--- config.mk ---
export PLATFORM = sky130hd
export DESIGN_NAME = aq_vfmau_mult_53x53_seq
export DESIGN_NICKNAME = d
export VERILOG_FILES = /design/src/rtl/aq_vfmau_mult_53x53_seq.sv
export SDC_FILE = /design/constraint.sdc
export NUM_CORES = 1
export LEC_CHECK = 0
export CORE_MARGIN = 8
export CORE_UTILIZATION = 46
export CTS_CLUSTER_DIAMETER = 200
export DETAILED_ROUTE_END_ITERATION = 7
export GPL_TIMING_DRIVEN = 0
export PLACE_DENSITY = 0.78
export SLEW_MARGIN = 20
export SYNTH_ARGS = -nofsm -noshare
export SYNTH_HDL_FRONTEND = slang
export SYNTH_SLANG_ARGS = --single-unit
--- constraint.sdc ---
create_clock -name forever_cpuclk -period 7.5 [get_ports forever_cpuclk]
set_clock_uncertainty 0.15 [all_clocks]
set_input_delay 2.25 -clock forever_cpuclk [delete_from_list [all_inputs] [get_ports forever_cpuclk]]
set_output_delay 2.25 -clock forever_cpuclk [all_outputs]
set_load 0.005 [all_outputs]
--- src/rtl/aq_vfmau_mult_53x53_seq.sv ---
// Sequential 53x53 unsigned multiplier built on an external 53x27 partial multiplier.
// The low 27 bits of src1 are multiplied first, then the high 26 bits, which are accumulated at <<27.
module aq_vfmau_mult_53x53_seq #(
    parameter int PMUL_LAT = 0
) (
    input  logic          forever_cpuclk,
    input  logic          vfmau_rst,
    input  logic          mult_flush,
    input  logic          mult_req_vld,
    output logic          mult_req_rdy,
    input  logic [52:0]   mult_src0,
    input  logic [52:0]   mult_src1,
    output logic [52:0]   pmul_a,
    output logic [26:0]   pmul_b,
    input  logic [83:0]   pmul_out0,
    input  logic [83:0]   pmul_out1,
    output logic          mult_rslt_vld,
    input  logic          mult_rslt_rdy,
    output logic [105:0]  mult_rslt
);

    typedef enum logic [1:0] {IDLE, LO, HI, DONE} state_t;

    localparam logic [0:0] WAIT_LAST = 1'(PMUL_LAT);

    state_t         state_reg, state_next;
    logic [0:0]     wait_reg;
    logic [52:0]    src0_reg, src1_reg;
    logic [105:0]   acc_reg;
    logic [83:0]    psum;
    logic           dwell_done;
    logic           accept;

    // The partial product arrives as two redundant words; only their sum is meaningful.
    assign psum       = pmul_out0 + pmul_out1;
    assign dwell_done = (wait_reg == WAIT_LAST);
    assign accept     = (state_reg == IDLE) && mult_req_vld && !mult_flush;

    always_ff @(posedge forever_cpuclk) begin
        if (vfmau_rst) begin
            state_reg <= IDLE;
        end else begin
            state_reg <= state_next;
        end
    end

    always_comb begin
        state_next = state_reg;
        if (mult_flush) begin
            state_next = IDLE;
        end else begin
            case (state_reg)
                IDLE:    if (mult_req_vld)  state_next = LO;
                LO:      if (dwell_done)    state_next = HI;
                HI:      if (dwell_done)    state_next = DONE;
                DONE:    if (mult_rslt_rdy) state_next = IDLE;
                default:                    state_next = IDLE;
            endcase
        end
    end

    always_comb begin
        mult_req_rdy  = 1'b0;
        mult_rslt_vld = 1'b0;
        mult_rslt     = '0;
        pmul_a        = '0;
        pmul_b        = '0;
        case (state_reg)
            IDLE: mult_req_rdy = !mult_flush;
            LO: begin
                pmul_a = src0_reg;
                pmul_b = src1_reg[26:0];
            end
            HI: begin
                pmul_a = src0_reg;
                pmul_b = {1'b0, src1_reg[52:27]};
            end
            DONE: begin
                mult_rslt_vld = 1'b1;
                mult_rslt     = acc_reg;
            end
            default: ;
        endcase
    end

    // Wait counter restarts on every state change so each dwell lasts PMUL_LAT+1 cycles.
    always_ff @(posedge forever_cpuclk) begin
        if (vfmau_rst) begin
            wait_reg <= '0;
        end else if (state_next != state_reg) begin
            wait_reg <= '0;
        end else if (state_reg == LO || state_reg == HI) begin
            wait_reg <= wait_reg + 1'b1;
        end
    end

    always_ff @(posedge forever_cpuclk) begin
        if (vfmau_rst) begin
            src0_reg <= '0;
            src1_reg <= '0;
            acc_reg  <= '0;
        end else if (accept) begin
            src0_reg <= mult_src0;
            src1_reg <= mult_src1;
            acc_reg  <= '0;
        end else if (!mult_flush && dwell_done) begin
            if (state_reg == LO) begin
                acc_reg <= {22'b0, psum};
            end else if (state_reg == HI) begin
                acc_reg <= acc_reg + ({22'b0, psum} << 27);
            end
        end
    end

endmodule

After elaboration in Yosys (flattened, before gate mapping)
Cells that the tools add are included.

storage, ports and cells
  flip-flop bits (word level) = 215
  output and inout port bits = 188
  logic and storage cells = 37

cells by class
  add/subtract/negate cells = 3
  equal/unequal tests = 4
  muxes and demuxes = 13
  bitwise operators = 1
  reduce and logical (&&, ||, !) cells = 11

operator list
  cell                                                              count
  106-bit two-way mux                                               3
  106-bit adder                                                     1
  84-bit adder                                                      1
  27-bit one-hot mux with 2 select lines                            1
  53-bit two-way mux                                                1
  2-bit two-way mux                                                 5
  2-bit one-hot mux with 4 select lines                             1
  2-bit OR reduction                                                3
  2-bit == test (second input constant)                             2
  1-bit logical AND                                                 3
  2-bit by 1-bit == test with 1-bit output (second input constant)  1
  2-bit logical NOT                                                 1
  1-bit two-way mux                                                 2
  2-bit != test                                                     1
  2-bit AND reduction                                               1
  2-bit nonzero test                                                1
  1-bit adder (second input constant)                               1
  1-bit logical NOT                                                 1
  1-bit logical OR                                                  1
  1-bit inverter                                                    1

Logic depth before layout (Yosys ltp)
Gate-level depths: netlist (run 1).

  depth in word-level cells = 5
  mapped depth = 26
  mapped depth without buffers = 25

Worst setup path before layout (run 1)
Ideal clock, no wire load.

  kind = input-to-reg
  from = input pmul_out0[0]
  to = register acc_reg[104]
  library setup time = 0.062 ns
  arrival time = 7.247 ns
  path slack = 0.041 ns
  stages on the path = 24
  path buffers = 0
  cells stage by stage = ha_1 fa_1 a211oi_1 o211ai_1 nand2_1 o21bai_1 a21o_1 a41o_1 a31oi_1 o21ai_0 xor2_1 ha_1 nand4_1 nor2_1 nand4_1 or4_1 a21oi_1 o21ai_0 a21oi_1 nor2_1 a31oi_1 a41oi_1 or4_1 nand3_1

on the way
  cells in the longest elaborated chain, start to end = 4

ends and longest elaborated chain
  item                    line  text
  start: declaration      15    input logic [83:0] pmul_out0,
  84-bit adder            35    assign psum = pmul_out0 + pmul_out1;
  106-bit adder           110   acc_reg <= acc_reg + ({22'b0, psum} << 27);
  106-bit two-way mux     109   end else if (state_reg == HI) begin
  106-bit two-way mux     107   if (state_reg == LO) begin
  end signal: assignment  108   acc_reg <= {22'b0, psum};
  end signal: assignment  110
  end: declaration        29    logic [105:0] acc_reg;

No other way between the ends. The select of a mux whose other input is x is not followed.
A chain may end at the register's enable or synchronous reset.

Final worst setup path (run 1)
  from = input pmul_out1[0]
  to = register acc_reg[64]

on the way
  cells in the longest elaborated chain, start to end = 4

ends and longest elaborated chain
  item                   line  text
  start: declaration     16    input logic [83:0] pmul_out1,
  84-bit adder *         35
  106-bit adder          110
  106-bit two-way mux    109
  106-bit two-way mux *  107

Mark *: on every way between the ends. The rest lies on a longest branch, timed or not. The select of a mux whose other input is x is not followed.

==> results of run 1 <==
## critical path, stage by stage
cell and delay [ps]:
dlygate4sd2_1 270, ha_4 180, fa_2 370, a211oi_2 260
o211ai_1 200, nand2_1 180, o21bai_2 120, a21o_1 220
buf_4 160, a31oi_4 200, o21ai_0 120, xor2_1 270
ha_2 390, a21oi_1 230, o21ai_0 190, a21oi_1 270
o21a_1 250, a21boi_1 300, o21ai_1 190, a31oi_2 370
o21bai_1 150, xnor2_2 250, o21ai_0 150, o221a_2 290
## per-stage QoR
stage / TNS, ps / power [mW] / util
2_1_floorplan: 0 / 2.33 / -
3_3_place_gp: -61240 / 2.93 / 0.597
3_5_place_dp: -59570 / 2.95 / 0.597
4_1_cts: 0 / 4.46 / 0.648
5_1_grt: -1170 / 4.82 / 0.670
6_report: -18.4 / 4.65 / 0.670
## logic make-up (layout without fill, tap and decap cells)
group,count (synthesis),after routing,synth area share
adders and majority gates,177,177,0.117
and+or+nand+nor,1032,1032,0.257
DFF,215,215,0.227
xor gates and xnor gates,157,157,0.0725
AOI/OAI and AO/OA,864,864,0.283
other,0,8,0
buffers and inverters,209,795,0.0420
muxes,3,3,0.00158
## routing by layer
layer	share of wire	vias to the layer above	GRT usage
met1	0.38	10869	0.420
met5	0	-	0
met4	0.038	0	0.125
met2	0.47	1208	0.574
li1	-	10569	-
met3	0.11	226	0.0889
## cell usage after synthesis (6+ instances only)
master,n
a22oi_1,30
and3_1,16
nand4_1,55
nor3b_1,6
or3_1,8
o31ai_1,10
xnor2_1,89
a211oi_1,30
o21ai_1,6
a31oi_1,29
dfxtp_1,215
nor3_1,42
inv_1,39
nand3_1,39
o21bai_1,39
o21a_1,21
nor2b_1,48
o21ai_0,145
buf_2,8
xor2_1,68
ha_1,175
nand2_1,429
o221ai_1,13
nor2_1,179
a21boi_0,7
a21oi_1,355
a21o_1,100
o211ai_1,17
and2_1,170
nand2b_1,16
clkbuf_1,156
## placed cells by master, fill, tap and decap left out, types with 9 or more instances in the layout
cell,Yosys,layout
o21a_1,21,19
xor2_1,68,54
o221ai_1,13,11
nand3_1,39,37
o211ai_1,17,17
nor2_1,179,175
a21oi_2,0,18
nand4_1,55,55
nor2b_1,48,47
nand2_1,429,423
a22oi_1,30,29
ha_1,175,141
and2_1,170,169
buf_4,0,100
and3_1,16,15
inv_1,39,38
a21o_1,100,100
xnor2_2,0,20
o21ai_1,6,12
ha_4,0,22
o21ai_0,145,125
dfxtp_1,215,215
a31oi_1,29,22
o21bai_1,39,36
o21ai_2,0,11
xor2_2,0,9
clkbuf_1,156,129
clkbuf_16,0,27
a21oi_1,355,334
xnor2_1,89,66
a211oi_1,30,24
ha_2,0,12
clkdlybuf4s50_1,0,456
nor3_1,42,34
nand2b_1,16,16
## cell type report
| class | instances | area [um2] |
|---|---|---|
| diodes | 8 | 20.0 |
| plain buffers | 140 | 546 |
| clock buffers | 37 | 793 |
| clock inverters | 11 | 114 |
| fillers | 3514 | 13400 |
| inverters | 39 | 146 |
| multi-input cells | 2233 | 15300 |
| flip-flops and latches | 215 | 4300 |
| well taps | 532 | 666 |
| repair buffers | 568 | 5460 |
## timing repair
action                                  CTS  global route
gates resized for setup                 127           146
pin swaps                                42            70
endpoints found under the setup margin   42            29
gates cloned                              0             0
setup buffers                            64            38
## worst max-delay path by stage
stage	startpoint	to	slack, ps	cells after the start
3_3_place_gp	pmul_out0[0]	acc_reg[100]$_SDFFE_PP0P_	-2160	25
6_report	pmul_out1[0]	acc_reg[64]$_SDFFE_PP0P_	-10	24
4_1_cts	pmul_out0[7]	acc_reg[105]$_SDFFE_PP0P_	9	25
2_1_floorplan	pmul_out0[0]	acc_reg[104]$_SDFFE_PP0P_	40	24
5_1_grt	pmul_out0[8]	acc_reg[103]$_SDFFE_PP0P_	-140	27
3_5_place_dp	pmul_out0[0]	acc_reg[100]$_SDFFE_PP0P_	-2140	25
## power by group through the flow
| stage | registers (mW) | logic [mW] | clock network (mW) |
|---|---|---|---|
| 2_1_floorplan | 1.24 | 1.09 | 0 |
| 3_3_place_gp | 1.26 | 1.67 | 0 |
| 3_5_place_dp | 1.26 | 1.69 | 0 |
| 4_1_cts | 1.24 | 1.85 | 1.36 |
| 5_1_grt | 1.25 | 2.17 | 1.40 |
| 6_report | 1.24 | 2.05 | 1.36 |
==> qor.txt, run 1 <==
gr ovfl total - 0
fin cells - 3783
GRT Util Overall - 0.343
worst setup margin - -10.6 ps
Post-synth ARST share - 0
Crit Path Class - in -> reg
CTS tree - built
sequential share of power - 0.267
die area - 0.0480 mm2
vias per cell - 6.05
RR Startpoint - acc_reg[27]$_SDFFE_PP0P_
cts hold-fix bufs - 0
WL final - 88400 um
Die Span Y - 219 um
largest net degree at the start of global routing - 15
Leakage Power - 10.9 nW
Clk Latency, worst-skew pair - 590 ps
Hold Path Origin - src0_reg[14]$_SDFFE_PP0P_
share of layout cells above drive strength 1 - 0.110
DIE WIDTH - 219 um
final setup vio count - 2
critical path data required time - 7820 ps
# DRC - 0
DRT iter0 DRCs - 2118
synthesized cell area - 0.0190 mm2
design area - 0.0273 mm2
Clk pwr share - 0.293
initial antenna violation count - 8
#FFs+latches synth - 215
Hold Path End - src0_reg[14]$_SDFFE_PP0P_
Tcrit/Tclk final - 1.00
hold crit path type - reg -> reg
fin. max-slew vios - 0
CTS Buf Count - 27
RSZ-0062 raised after global routing - yes
vias - 22872
max FFs per register - 106
Layout area overhead - 43.9%
Avg Inst Size Synth - 7.14 um2
Arrival @ worst endpoint - 7830 ps
row count - 74
Net Count, Synth - 3113
synth warn - 0
Post-Synthesis Cells - 2657
Post-synth EDFFs - 0
maximum VDD drop - 0.000175 V
fmax - 0.133 GHz
clk buf depth - 3
sequential fraction of the synthesis area - 0.227
synth unique cells - 73
Synth Flop Type - dfxtp_1
startpoint types - primary input
Wirelength per Cell - 23.4 um
share of the synthesized area in the top cell type - 0.227
Pint - 2.80 mW
PwrDens - 170 mW/mm2
Switching Fraction - 0.397
R2R Path End - acc_reg[103]$_SDFFE_PP0P_
area leader, netlist - dfxtp_1
Max-slew headroom - 0.312
Worst Reg-to-Reg Cells - 14
global-route wire length before repair - 129000 um
combinational power share - 0.440
violated checks - setup timing
pre-CTS setup slack - -2140 ps
clock period minus worst slack - 7510 ps
I/O Pins - 467
DP Cell Count - 3656
Hold Path Cell Cnt - 2
PortBufs - 466
DP HPWL - 69800 um
nets@finish - 3680
Worst Path Max Fanout - 6
Hold Violations, Final - 0
CP Capture Type - register
placed cell areas - 0.0243 mm2
status - complete, but fails checks
routability congestion estimate - 1.00
reg2reg setup slack - 3370 ps
clock-pin slew on the worst setup and hold paths - 60 ps
top cells by area, synth - dfxtp_1, ha_1, a21oi_1
Net Sw Power - 1.85 mW
max cap viols - 0
iteration count of the initial detailed-routing pass - 6
CTS Root Cell - clkbuf_16
total core area - 0.0407 mm2
Worst-Margin Slew - 1030 ps
Routed Antenna Nets - 0
clk sink count - 215
Hold WS - 299 ps
Starting Density - 0.466
H-tree depth - 1
vias in the first global route - 22053
Power figures use the tool's default switching activity.
==> run 2, diff against run 1 <==
--- a/config.mk
+++ b/config.mk
@@ -10,7 +10,9 @@
 export CTS_CLUSTER_DIAMETER = 200
 export DETAILED_ROUTE_END_ITERATION = 7
 export GPL_TIMING_DRIVEN = 0
-export PLACE_DENSITY = 0.78
+export PLACE_DENSITY = 0.75
+export SETUP_SLACK_MARGIN = 0.05
+export SKIP_LAST_GASP = 1
 export SLEW_MARGIN = 20
 export SYNTH_ARGS = -nofsm -noshare
 export SYNTH_HDL_FRONTEND = slang
==> constraint.sdc (replaced) <==
create_clock -name forever_cpuclk -period 7 [get_ports forever_cpuclk]
set_clock_uncertainty 0.15 [all_clocks]
set_input_delay 2.1 -clock forever_cpuclk [delete_from_list [all_inputs] [get_ports forever_cpuclk]]
set_output_delay 2.1 -clock forever_cpuclk [all_outputs]
set_load 0.005 [all_outputs]
==> run 2 against run 1 <==
  * The flow still finishes with violations (setup timing)
  * Setup slack got worse by 170 ps
  * Largest cell class unchanged
  * Utilization up 3.0 points
  * First-iteration DRC count rose by 9.9%
  * Hold slack improved by 1.1 ps
  * Die area stayed put
  * Highest routed layer is now met5
  * Cell count grew 1.2%
  * Final area increased by 4.4%
  * Routed wire length increased by 1.6%
  * Critical path type unchanged
  * Sequential power up 7%
  * Total power increased by 11%
  * Via count rose by 1.7%
  * Combinational power increased by 17%
==> qor.txt, run 2 (synthesis results as in run 1) <==
clock-pin slew on the worst setup and hold paths - 60 ps
Die Span Y - 219 um
fin. max-slew vios - 0
Arrival @ worst endpoint - 7490 ps
CP max-delay cell - ha_4
Wirelength per Cell - 23.4 um
FF/Latch Area - 0.00430 mm2
commonest cells after routing, fill and taps aside - clkdlybuf4s50_1, nand2_1, a21oi_1
final setup vio count - 12
share of layout cells above drive strength 1 - 0.156
commonest non-fill, non-tap cell in the layout - clkdlybuf4s50_1
total core area - 0.0407 mm2
Tcrit/Tclk final - 1.03
RR Startpoint - state_reg[0]$_SDFF_PP0_
clk sink count - 215
Routed Antenna Nets - 0
DRT iter0 DRCs - 2328
max incr delay on CP - 400 ps
Hold Path End - src0_reg[27]$_SDFFE_PP0P_
row count - 74
# DRC - 0
R2R Path End - acc_reg[100]$_SDFFE_PP0P_
DIE WIDTH - 219 um
cts hold-fix bufs - 0
RSZ-0062 raised after global routing - yes
initial antenna violation count - 8
fmax - 0.139 GHz
CP Buf/Inv Count - 15
Net Sw Power - 2.05 mW
# fillers - 3274
maximum VDD drop - 0.000177 V
routability congestion estimate - 1.01
Setup crit start - pmul_out1[1]
CTS tree - built
Hold Path Cell Cnt - 2
worst setup margin - -183 ps
CTS Root Cell - clkbuf_16
Worst Path Max Fanout - 8
startpoint types - primary input
die area - 0.0480 mm2
violated checks - setup timing
max FFs per register - 106
reg2reg setup slack - 2960 ps
CP top delay family - buffers and inverters
Worst-Margin Slew - 1010 ps
Layout area overhead - 50.3%
clock period minus worst slack - 7180 ps
Max-slew headroom - 0.329
WL final - 89800 um
CP Capture Type - register
vias per cell - 6.07
PortBufs - 466
iteration count of the initial detailed-routing pass - 8
multi-input logic area - 0.0161 mm2
DP HPWL - 69200 um
Worst Reg-to-Reg Cells - 10
sequential share of power - 0.259
Clk pwr share - 0.275
Starting Density - 0.466
Hold Violations, Final - 0
global-route wire length before repair - 131000 um
largest net degree at the start of global routing - 15
clk buf depth - 3
max cap viols - 0
Leakage Power - 11.3 nW
Switching Fraction - 0.399
critical path data required time - 7310 ps
I/O Pins - 467
status - complete, but fails checks
Clk Latency, worst-skew pair - 580 ps
vias in the first global route - 22860
Pint - 3.09 mW
Hold Path Origin - src0_reg[27]$_SDFFE_PP0P_
nets@finish - 3726
GRT Util Overall - 0.348
hold crit path type - reg -> reg
design area - 0.0285 mm2
gr ovfl total - 0
Most common cell on crit path - buf_4
H-tree depth - 1
placed cell areas - 0.0244 mm2
CTS Buf Count - 28
PwrDens - 180 mW/mm2
Design Power - 5.15 mW
vias - 23266
Crit Path Class - in -> reg
combinational power share - 0.467
-- run 2: cell types whose count changed in the layout (fill, tap and decap cells not counted), sizes merged --
cell / delta
clkinv: +5
buf: +58
clkbuf: -6
clkdlybuf4s50: -18
bufinv: -1
diode: -1
clkdlybuf4s15: +5
inv: +1
dlymetal6s2s: -6
clkinvlp: -2
dlygate4sd2: +12
-- run 2: worst max path at each step --
stage	cells after the start	endpoint
after floorplan	24	acc_reg[104]$_SDFFE_PP0P_
final	31	acc_reg[64]$_SDFFE_PP0P_
after global placement	26	acc_reg[105]$_SDFFE_PP0P_
after global routing	26	acc_reg[105]$_SDFFE_PP0P_
after detailed placement	26	acc_reg[105]$_SDFFE_PP0P_
after CTS	25	acc_reg[105]$_SDFFE_PP0P_
-- run 2: layer usage --
metal	GRT usage	vias up	wire length [um]
li1	-	10633	-
met1	0.416	10927	34000
met2	0.573	1359	41800
met3	0.0881	345	8860
met4	0.176	2	5110
met5	0	-	12
-- run 2: repair_timing --
item / 4_1_cts / 5_1_grt
buffers inserted: 114 / 52
pin swaps: 100 / 146
gates cloned: 0 / 0
resized for setup: 327 / 178
endpoints found under the setup margin: 50 / 46
endpoints found under the hold margin: 0 / 0
-- run 2: tightest hold or removal path: cells and delay by family (launching register included) --
kind / cells / cell delay [ps]
DFF: 1 / 310
AOI/OAI and AO/OA: 1 / 50
and+or+nand+nor: 1 / 50
-- run 2: final cells by class --
cell class                      instances  share of cell area
Clock inverter                         14             0.00369
Tap cell                              532              0.0233
Buffer                                134              0.0203
Inverter                               39             0.00522
Timing Repair Buffer                  619               0.205
Clock buffer                           37              0.0275
Antenna cell                            7            0.000614
Multi-Input combinational cell       2233               0.563
Sequential cell                       215               0.151
-- run 2: through the flow --
step	TNS [ps]	worst slack [ps]	utilization	hold slack (ps)	cells
after global routing	-2470	-241	0.700	315	3829
after detailed placement	-71620	-2170	0.598	292	3655
after floorplan	0	48.3	-	282	2657
final	-1360	-183	0.700	300	3830
after global placement	-73020	-2230	0.598	287	3655
after CTS	-555	-271	0.675	300	3794
-- run 2: power by group through the flow --
stage / Clock [mW] / Combinational [mW] / Sequential [mW]
2_1_floorplan: 0 / 1.17 / 1.33
3_3_place_gp: 0 / 1.80 / 1.35
3_5_place_dp: 0 / 1.81 / 1.35
4_1_cts: 1.41 / 2.14 / 1.33
5_1_grt: 1.46 / 2.55 / 1.34
6_report: 1.41 / 2.40 / 1.33
